===== src/rtl/pcie_dll_replay_ctrl_pkg.sv =====
// Shared types for the DLL replay controller: 12-bit sequence numbers and replay FSM states.
package pcie_dll_replay_ctrl_pkg;

   typedef logic [11:0] seq_t;
   localparam int SEQ_W = 12;

   typedef enum logic {RPL_IDLE, RPL_REPLAY} replay_state_t;

   // Modulo-4096 distance from b forward to a.
   function automatic seq_t seq_diff(input seq_t a, input seq_t b);
      return seq_t'(a - b);
   endfunction

endpackage


===== src/rtl/pcie_replay_timer.sv =====
// Replay timer: free-running count with start/restart/freeze/stop controls and an expiry flag.
module pcie_replay_timer #(
   parameter int TIMEOUT = 1023,
   parameter int CNT_W   = $clog2(TIMEOUT + 1)
) (
   input  logic clk,
   input  logic rst,
   input  logic start,
   input  logic restart,
   input  logic freeze,
   input  logic stop,
   output logic expire
);

   localparam logic [CNT_W-1:0] LIMIT = CNT_W'(TIMEOUT);

   logic             running;
   logic [CNT_W-1:0] count;

   // Stop wins over restart so an empty buffer never leaves the timer armed.
   always_ff @(posedge clk) begin
      if (rst) begin
         running <= 1'b0;
         count   <= '0;
      end else if (stop) begin
         running <= 1'b0;
         count   <= '0;
      end else if (restart || (start && !running)) begin
         running <= 1'b1;
         count   <= '0;
      end else if (running && !freeze && (count != LIMIT)) begin
         count <= count + CNT_W'(1);
      end
   end

   assign expire = running && !freeze && (count == LIMIT);

endmodule


===== src/rtl/pcie_dll_replay_ctrl.sv =====
// DLL TX retry-buffer sequencer: sequence assignment, ACK/NAK purge, replay timer and replay arbitration.
module pcie_dll_replay_ctrl
   import pcie_dll_replay_ctrl_pkg::*;
#(
   parameter int DEPTH          = 16,
   parameter int PTR_W          = 4,
   parameter int REPLAY_TIMEOUT = 1023
) (
   input  logic             clk,
   input  logic             rst,
   input  logic             tlp_valid_i,
   output logic             tlp_ready_o,
   output logic [11:0]      tlp_seq_o,
   output logic             buf_wr_en_o,
   output logic [PTR_W-1:0] buf_wr_ptr_o,
   output logic             buf_rd_en_o,
   output logic [PTR_W-1:0] buf_rd_ptr_o,
   output logic             replay_valid_o,
   input  logic             phy_ready_i,
   input  logic             ack_valid_i,
   input  logic             nak_valid_i,
   input  logic [11:0]      ackd_seq_i,
   output logic             replay_active_o,
   output logic [PTR_W:0]   occupancy_o,
   output logic             retrain_req_o,
   output logic             dll_err_o
);

   replay_state_t    state, state_n;
   seq_t             next_seq, ackd_seq, next_seq_n, ackd_seq_n;
   seq_t             occ, occ_n, d;
   logic [PTR_W-1:0] wr_ptr, rd_base, rd_ptr, end_ptr;
   logic [PTR_W-1:0] wr_ptr_n, rd_base_n, rd_inc, rd_step, rd_off;
   logic [1:0]       replay_num, replay_num_base, replay_num_n;
   logic             retrain_q, err_q;
   logic             full, accept, ack_nak, in_window, purge, win_err, nak_req;
   logic             expire, trigger, fire, last, leave, passed;

   assign occ       = seq_t'(seq_diff(next_seq, ackd_seq) - seq_t'(1));
   assign full      = (occ == seq_t'(DEPTH));
   assign accept    = tlp_valid_i && tlp_ready_o;
   assign ack_nak   = ack_valid_i || nak_valid_i;
   assign d         = seq_diff(ackd_seq_i, ackd_seq);
   assign in_window = (d <= occ);
   assign purge     = ack_nak && in_window && (d != '0);
   assign win_err   = ack_nak && !in_window;
   assign nak_req   = nak_valid_i && in_window;

   assign next_seq_n = accept ? seq_t'(next_seq + seq_t'(1)) : next_seq;
   assign ackd_seq_n = purge ? ackd_seq_i : ackd_seq;
   assign occ_n      = seq_t'(seq_diff(next_seq_n, ackd_seq_n) - seq_t'(1));
   assign wr_ptr_n   = accept ? wr_ptr + PTR_W'(1) : wr_ptr;
   assign rd_base_n  = purge ? rd_base + d[PTR_W-1:0] : rd_base;

   // A replay is only worth scheduling if something is left after this cycle's purge.
   assign trigger = (state == RPL_IDLE) && (nak_req || expire) && (occ_n != '0);
   assign fire    = (state == RPL_REPLAY) && phy_ready_i;
   assign rd_inc  = rd_ptr + PTR_W'(1);
   assign last    = fire && (rd_inc == end_ptr);
   assign leave   = (state == RPL_REPLAY) && (last || (occ_n == '0));
   assign rd_step = fire ? rd_inc : rd_ptr;
   assign rd_off  = rd_step - rd_base;
   assign passed  = purge && (d > seq_t'(rd_off));

   assign replay_num_base = purge ? 2'd0 : replay_num;
   assign replay_num_n    = trigger ? replay_num_base + 2'd1 : replay_num_base;

   always_comb begin
      state_n = state;
      case (state)
         RPL_IDLE:   if (trigger) state_n = RPL_REPLAY;
         RPL_REPLAY: if (leave)   state_n = RPL_IDLE;
         default:    state_n = RPL_IDLE;
      endcase
   end

   always_ff @(posedge clk) begin
      if (rst) begin
         state      <= RPL_IDLE;
         next_seq   <= '0;
         ackd_seq   <= seq_t'(12'hFFF);
         wr_ptr     <= '0;
         rd_base    <= '0;
         rd_ptr     <= '0;
         end_ptr    <= '0;
         replay_num <= '0;
         retrain_q  <= 1'b0;
         err_q      <= 1'b0;
      end else begin
         state      <= state_n;
         next_seq   <= next_seq_n;
         ackd_seq   <= ackd_seq_n;
         wr_ptr     <= wr_ptr_n;
         rd_base    <= rd_base_n;
         replay_num <= replay_num_n;
         retrain_q  <= trigger && (replay_num_base == 2'd3);
         err_q      <= win_err;
         // end_ptr includes a TLP accepted in the trigger cycle.
         if (trigger) begin
            rd_ptr  <= rd_base_n;
            end_ptr <= wr_ptr_n;
         end else if (state == RPL_REPLAY) begin
            rd_ptr <= passed ? rd_base_n : rd_step;
         end
      end
   end

   pcie_replay_timer #(.TIMEOUT(REPLAY_TIMEOUT)) u_timer (
      .clk     (clk),
      .rst     (rst),
      .start   (accept),
      .restart (purge || trigger || leave),
      .freeze  (state == RPL_REPLAY),
      .stop    (occ_n == '0),
      .expire  (expire)
   );

   assign tlp_ready_o     = !rst && (state == RPL_IDLE) && !full && phy_ready_i;
   assign tlp_seq_o       = next_seq;
   assign buf_wr_en_o     = tlp_valid_i && tlp_ready_o;
   assign buf_wr_ptr_o    = wr_ptr;
   assign buf_rd_en_o     = !rst && fire;
   assign replay_valid_o  = !rst && fire;
   assign buf_rd_ptr_o    = rd_ptr;
   assign replay_active_o = !rst && (state == RPL_REPLAY);
   assign occupancy_o     = rst ? '0 : occ[PTR_W:0];
   assign retrain_req_o   = !rst && retrain_q;
   assign dll_err_o       = !rst && err_q;

endmodule


===== config.mk =====
export PLATFORM = sky130hd
export DESIGN_NAME = pcie_dll_replay_ctrl
export DESIGN_NICKNAME = d
export VERILOG_FILES = /design/src/rtl/pcie_dll_replay_ctrl_pkg.sv /design/src/rtl/pcie_replay_timer.sv /design/src/rtl/pcie_dll_replay_ctrl.sv
export SDC_FILE = /design/constraint.sdc
export NUM_CORES = 1
export LEC_CHECK = 0
export BUFFER_PORTS_ARGS = -buffer_cell sky130_fd_sc_hd__buf_4
export CAP_MARGIN = 5
export CELL_PAD_IN_SITES_DETAIL_PLACEMENT = 1
export CELL_PAD_IN_SITES_GLOBAL_PLACEMENT = 2
export CORE_MARGIN = 4
export CORE_UTILIZATION = 35
export DETAILED_ROUTE_END_ITERATION = 16
export PLACE_DENSITY_LB_ADDON = 0.1
export SYNTH_ARGS = -nofsm -noshare
export SYNTH_HDL_FRONTEND = slang
export SYNTH_SLANG_ARGS = --single-unit

===== constraint.sdc =====
create_clock -name clk -period 19.3 [get_ports clk]
set_input_delay 4.825 -clock clk [delete_from_list [all_inputs] [get_ports clk]]
set_output_delay 4.825 -clock clk [all_outputs]
set_load 0.02 [all_outputs]

# Yosys cells after proc, flatten, opt, wreduce, memory -nomap -nowiden
# Cells that the tools add are included.
dict set report classes {
  addsub 12
  multipliers 0
  div_mod_pow 0
  order_cmp 2
  n_eq_ne 5
  shift 0
  muxes 14
  bitwise_logic 1
  reduce_logical 40
}
# cell n
set op_table {}
lappend op_table {{$sub A12 B12 Y12} 3}
lappend op_table {{$mux W12} 2}
lappend op_table {{$mux W4} 6}
lappend op_table {{$reduce_bool A12 Y1} 2}
lappend op_table {{$sub A12 B1 Y12 const B} 2}
lappend op_table {{$logic_and A1 B1 Y1} 23}
lappend op_table {{$add A12 B1 Y12 const B} 1}
lappend op_table {{$eq A12 B5 Y1 const B} 1}
lappend op_table {{$gt A12 B4 Y1} 1}
lappend op_table {{$le A12 B12 Y1} 1}
lappend op_table {{$logic_not A12 Y1} 1}
lappend op_table {{$add A10 B1 Y10 const B} 1}
lappend op_table {{$eq A10 B10 Y1 const B} 1}
lappend op_table {{$ne A10 B10 Y1 const B} 1}
lappend op_table {{$add A4 B1 Y4 const B} 2}
lappend op_table {{$logic_or A1 B1 Y1} 6}
lappend op_table {{$logic_not A1 Y1} 5}
lappend op_table {{$mux W5} 1}
lappend op_table {{$add A4 B4 Y4} 1}
lappend op_table {{$eq A4 B4 Y1} 1}
lappend op_table {{$mux W2} 2}
lappend op_table {{$sub A4 B4 Y4} 1}
lappend op_table {{$reduce_or A3 Y1} 1}
lappend op_table {{$add A2 B1 Y2 const B} 1}
lappend op_table {{6 further kinds} 7}
dict set report totals {
  register_bits 56
  latch_bits 0
  mem_bits_rw 0
  rom_bits 0
  inputBits 18
  output_inout_bits 32
  elab_cells 86
  n_memories 0
}

# Longest topological paths before layout
dict set report depth {
  depth_word 16
  ltp_mapped 31
  ltp_nobuf 30
}

# Modules after synthesis
# A second synthesis with hierarchy kept.
dict set report hier_totals {
  cells_unflattened 615
  area_unflattened_um2 4981.0
}
# module n_inst cells_each area_each_um2 seq_area_each_um2
set modules_own_cells {}
lappend modules_own_cells {pcie_dll_replay_ctrl 1 546 4326.6 900.9}
lappend modules_own_cells {pcie_replay_timer 1 69 654.4 220.2}

# Worst setup path before layout
# Ideal clock, no wire load.
dict set report synth_path {
  kind {input -> register}
  startpoint {in ackd_seq_i[6]}
  endpoint {reg end_ptr[0]}
  setup_time_ns 0.121
  arrival_ns 11.204
  required_ns 19.179
  setup_slack_ns 7.975
  stages 26
  n_path_buf 1
  path_cell_list {ha_1 > a21oi_1 > nand2_1 > o21a_1 > o311ai_0 > ha_1 > a21o_1 > a21o_1 > a21oi_1 > nand2_1 > o21ai_0 > nand2_1 > nor2_2 > clkbuf_1 > a21oi_1 > ha_1 > a211oi_1 > o21ai_0 > o211ai_1 > xnor2_1 > or4b_1 > a2111oi_0 > inv_1 > a211o_4 > nand3_1 > mux2_2}
}
dict set report synth_via {
  elab_chain_cells 9
  word_cells_on_any_way 13
  classes_between {3 x add/sub; 1 x order compare; 1 x mux; 8 x reduce/logical}
}
# element line_no
set synth_rtl {}
lappend synth_rtl {{start, declared} pcie_dll_replay_ctrl.sv:22} ;# input logic [11:0] ackd_seq_i,
lappend synth_rtl {{$sub A12 B12 Y12} pcie_dll_replay_ctrl_pkg.sv:11} ;# return seq_t'(a - b);
lappend synth_rtl {{$le A12 B12 Y1} pcie_dll_replay_ctrl.sv:44} ;# assign in_window = (d <= occ);
lappend synth_rtl {{$logic_and A1 B1 Y1 (2 in series)} pcie_dll_replay_ctrl.sv:45} ;# assign purge = ack_nak && in_window && (d != '0);
lappend synth_rtl {{$mux W12} pcie_dll_replay_ctrl.sv:50} ;# assign ackd_seq_n = purge ? ackd_seq_i : ackd_seq;
lappend synth_rtl {{$sub A12 B12 Y12} pcie_dll_replay_ctrl_pkg.sv:11}
lappend synth_rtl {{$sub A12 B1 Y12} pcie_dll_replay_ctrl.sv:51} ;# assign occ_n = seq_t'(seq_diff(next_seq_n, ackd_seq_n) - seq_t'(1));
lappend synth_rtl {{$reduce_bool A12 Y1} pcie_dll_replay_ctrl.sv:56} ;# assign trigger = (state == RPL_IDLE) && (nak_req || expire) && (occ_n != '0);
lappend synth_rtl {{$logic_and A1 B1 Y1 *} pcie_dll_replay_ctrl.sv:56}
lappend synth_rtl {{end signal, assigned} pcie_dll_replay_ctrl.sv:101} ;# end_ptr <= wr_ptr_n;
lappend synth_rtl {{end, declared} pcie_dll_replay_ctrl.sv:32} ;# logic [PTR_W-1:0] wr_ptr, rd_base, rd_ptr, end_ptr;
# Mark *: on every way between the ends. The rest lies on a longest branch, timed or not.
# A chain may end at the register's enable or synchronous reset.

# Final worst setup path
dict set report layout_path {
  startpoint {in ackd_seq_i[6]}
  endpoint {reg u_timer.count[4]}
}
dict set report layout_via {
  elab_chain_cells 13
  word_cells_on_any_way 20
  classes_between {3 x add/sub; 1 x order compare; 1 x mux; 15 x reduce/logical}
}
# element line_no
set layout_rtl {}
lappend layout_rtl {{$sub A12 B12 Y12} pcie_dll_replay_ctrl_pkg.sv:11}
lappend layout_rtl {{$le A12 B12 Y1} pcie_dll_replay_ctrl.sv:44}
lappend layout_rtl {{$logic_and A1 B1 Y1 (2 in series)} pcie_dll_replay_ctrl.sv:45}
lappend layout_rtl {{$mux W12} pcie_dll_replay_ctrl.sv:50}
lappend layout_rtl {{$sub A12 B12 Y12} pcie_dll_replay_ctrl_pkg.sv:11}
lappend layout_rtl {{$sub A12 B1 Y12} pcie_dll_replay_ctrl.sv:51}
lappend layout_rtl {{$reduce_bool A12 Y1 or $logic_not A12 Y1 (tied branches)} {pcie_dll_replay_ctrl.sv:56, pcie_dll_replay_ctrl.sv:60, pcie_dll_replay_ctrl.sv:114}}
lappend layout_rtl {{$logic_and A1 B1 Y1 or $logic_or A1 B1 Y1 (tied branches)} {pcie_dll_replay_ctrl.sv:56, pcie_dll_replay_ctrl.sv:60}}
lappend layout_rtl {{$logic_or A1 B1 Y1 or $logic_and A1 B1 Y1 (tied branches)} {pcie_dll_replay_ctrl.sv:112, pcie_dll_replay_ctrl.sv:60}}
lappend layout_rtl {{$logic_or A1 B1 Y1} pcie_dll_replay_ctrl.sv:112} ;# .restart (purge || trigger || leave),
lappend layout_rtl {{$logic_or A1 B1 Y1} pcie_replay_timer.sv:28} ;# end else if (restart || (start && !running)) begin
lappend layout_rtl {{$reduce_or A3 Y1 (no source line) *} --}
lappend layout_rtl {{end signal, assigned} pcie_replay_timer.sv:32} ;# count <= count + CNT_W'(1);
lappend layout_rtl {{end, declared} pcie_replay_timer.sv:18} ;# logic [CNT_W-1:0] count;
# Marks and branches as above.

==> results_dict.tcl <==
set metrics [dict create \
    status "complete, no violations" \
    hp-class "reg2reg" \
    start_util 0.356 \
    cts_sinks 56 \
    r2r_slack_ns 10.61 \
    cp_slowest_stage_delay_ns 0.69 \
    rows 44 \
    highest_layer "met4" \
    crit_type "in2reg" \
    drive_gt1_frac 0.129 \
    hold_violations 0 \
    drt-initial-drc-count 201 \
    dpl_cell_area_um2 5680 \
    netlist.area_leader.share 0.217 \
    io_pins 50 \
    insertion_delay_ns 0.31 \
    root_buffer "clkbuf_16" \
    antenna_found_initial 0 \
    synth-xor-area-share 0.0934 \
    grt_util_all_layers 0.203 \
    synth_nets 724 \
    core-area_um2 14500 \
    die_h_um 129 \
    final_cell_mix "ha_1 (59), nor2_1 (58), dfxtp_1 (56)" \
    synthFlopType "dfxtp_1" \
    cp-end-kind "flip-flop" \
    yosys.area_share.adder 0.163 \
    final_area_um2 5830 \
    synthCells 642 \
    relSlewSlack 0.211 \
    fin_skew_ns 0.00835 \
    yosysSeqAreaShare 0.217 \
    drc 0 \
    yosysTopAreaCell "dfxtp_1" \
    final_max_slew_viol_count 0 \
    worst_ep_arrival_time_ns 12.69 \
    synth.distinct_cells 73 \
    ys_top_cells_by_area "dfxtp_1 (22%), ha_1 (14%), xnor2_1 (4.9%)" \
    ant_nets 0 \
    htree_num_levels 2 \
    fin_crit_sh 0.650 \
    die_w_um 129 \
    finalSetupViolCount 0 \
    post-route-util 0.403 \
    wl_per_cell_um 19.1 \
    rsz0062_at_grt "false" \
    vdd_drop_max_mv 0.0532 \
    gp_congestion 0.828 \
    wl_met2_mm 8.00 \
    cts_buffer_depth 2 \
    grt_pass1_wl_mm 26.8 \
    worstPathMaxFanout 22 \
    grt_max_degree 30 \
    io_buffers 49 \
    ys_warn_count 0 \
    maxCapViolCount 0 \
    layout.nets 762 \
    cts_setup_buffers 0 \
    synth_top_family_by_area "simple AND/OR/NAND/NOR gates" \
    start_kind "input port" \
    tritoncts "built" \
    die-area_um2 16700 \
    clk_pin_slew_ns 0.07 \
    leakagePower_uw 0.00261 \
    dp_worst_setup_slack_ns 6.48 \
    numCtsBuffers 5 \
    finalWirelength_mm 16.6 \
    fin_crit_ns 12.55 \
    hpwl_mm 13.7 \
    fin_setup_tns_ns 0 \
    antenna_cells 0 \
    vias 4847 \
    grt_pass1_vias 5060 \
    overflow 0 \
    cp_slowest_cell "o21ai_0" \
    synth_area_per_cell_um2 8.03 \
    layout_setup_ws_ns 6.75 \
    synth_compound_area_frac 0.184 \
    vias_per_cell 5.60 \
    crit_top_cell "o21ai_0" \
    hold_buffers 0 \
    cp.required_ns 19.44 \
    cts.repair.resized 0 \
    wl_met3_um 491 \
    syn_area_um2 5160 \
    synth_simple_gate_area_frac 0.267 \
    met1_length_mm 7.56 \
    dr.pass1.iters 4 \
    final_common_cell "ha_1" \
    worst_pin_slew_ns 1.17 \
    synthMuxAreaShare 0.0311 \
    layout-area-overhead-vs-synth_pct 13.1 \
    yosys_register_bits 56 \
    powerDensity_nw_per_um2 149 \
    fmax_mhz 79.7 \
    synth_edf_count 0 \
    async_flop_share 0 \
]
[layout make-up]
type | count | area [µm²]
Inverter | 36 | 135
Fill cell | 1778 | 8650
Clock inverter | 3 | 23.8
Multi-Input combinational cell | 529 | 3810
Sequential cell | 56 | 1120
Tap cell | 184 | 230
Timing Repair Buffer | 52 | 390
Clock buffer | 5 | 125
[registers in the layout, indices dropped and copies added, names as in the netlist]
signal	count
ackd_seq	12
tlp_seq_o	12
u_timer.count	10
buf_rd_ptr_o	4
buf_wr_ptr_o	4
end_ptr	4
rd_base	4
replay_num	2
err_q	1
retrain_q	1
state	1
u_timer.running	1
[power breakdown]
part           switching [µW]  leakage, µW  total [µW]  internal, µW
clock                    47.6    0.0000660        96.2          48.5
combinational             384      0.00208         623           240
sequential               16.9     0.000456         152           135
total                     448      0.00261         871           423
[synthesized netlist by cell type (14+ instances only)]
cell and instances:
ha_1 59, nand2_1 44, inv_1 35, a21oi_1 42, nor3_1 25, nor2b_1 18, nand3_1 22, nor2_1 58
xor2_1 26, xnor2_1 29, a21o_1 14, dfxtp_1 56, clkbuf_1 15, o21ai_0 19
[kinds of logic (layout without fill, tap and decap cells)]
group,Yosys count,count (layout)
and+or+nand+nor,256,256
AOI/OAI and AO/OA,139,139
adders and majority gates,64,64
buffers and inverters,57,96
DFF,56,56
xor gates and xnor gates,55,55
muxes,15,15
[through the flow]
step	total power, µW	hold WS (ns)	cells
final	871	0.553	865
after global routing	955	0.567	865
after CTS	879	0.555	865
after detailed placement	779	0.538	857
after global placement	761	0.525	857
after floorplan	607	0.506	642
[worst paths after layout]
check	cells after the start	start	endpoint
worst max register to register	27	tlp_seq_o[0]$_SDFF_PP0_	u_timer.count[4]$_SDFFE_PP0P_
worst min-delay path	2	u_timer.count[9]$_SDFFE_PP0P_	u_timer.count[9]$_SDFFE_PP0P_
worst min register to register	2	u_timer.count[9]$_SDFFE_PP0P_	u_timer.count[9]$_SDFFE_PP0P_
worst max-delay path	28	ackd_seq_i[6]	u_timer.count[4]$_SDFFE_PP0P_
[worst max-delay path: cells and delay by family]
| kind | cells | cell delay, ns |
|---|---|---|
| AO/OA/AOI/OAI | 13 | 3.63 |
| adder cells (fa/ha/maj) | 3 | 0.96 |
| buffers and inverters | 2 | 0.44 |
| AND/OR/NAND/NOR | 10 | 2.82 |
[layer usage]
| layer | vias to the layer above | global-route usage |
|---|---|---|
| li1 | 2388 | - |
| met1 | 2364 | 0.260 |
| met2 | 68 | 0.349 |
| met3 | 27 | 0.0317 |
| met4 | 0 | 0.0686 |
| met5 | - | 0 |
Note: power is estimated with default switching activity, not from simulation.
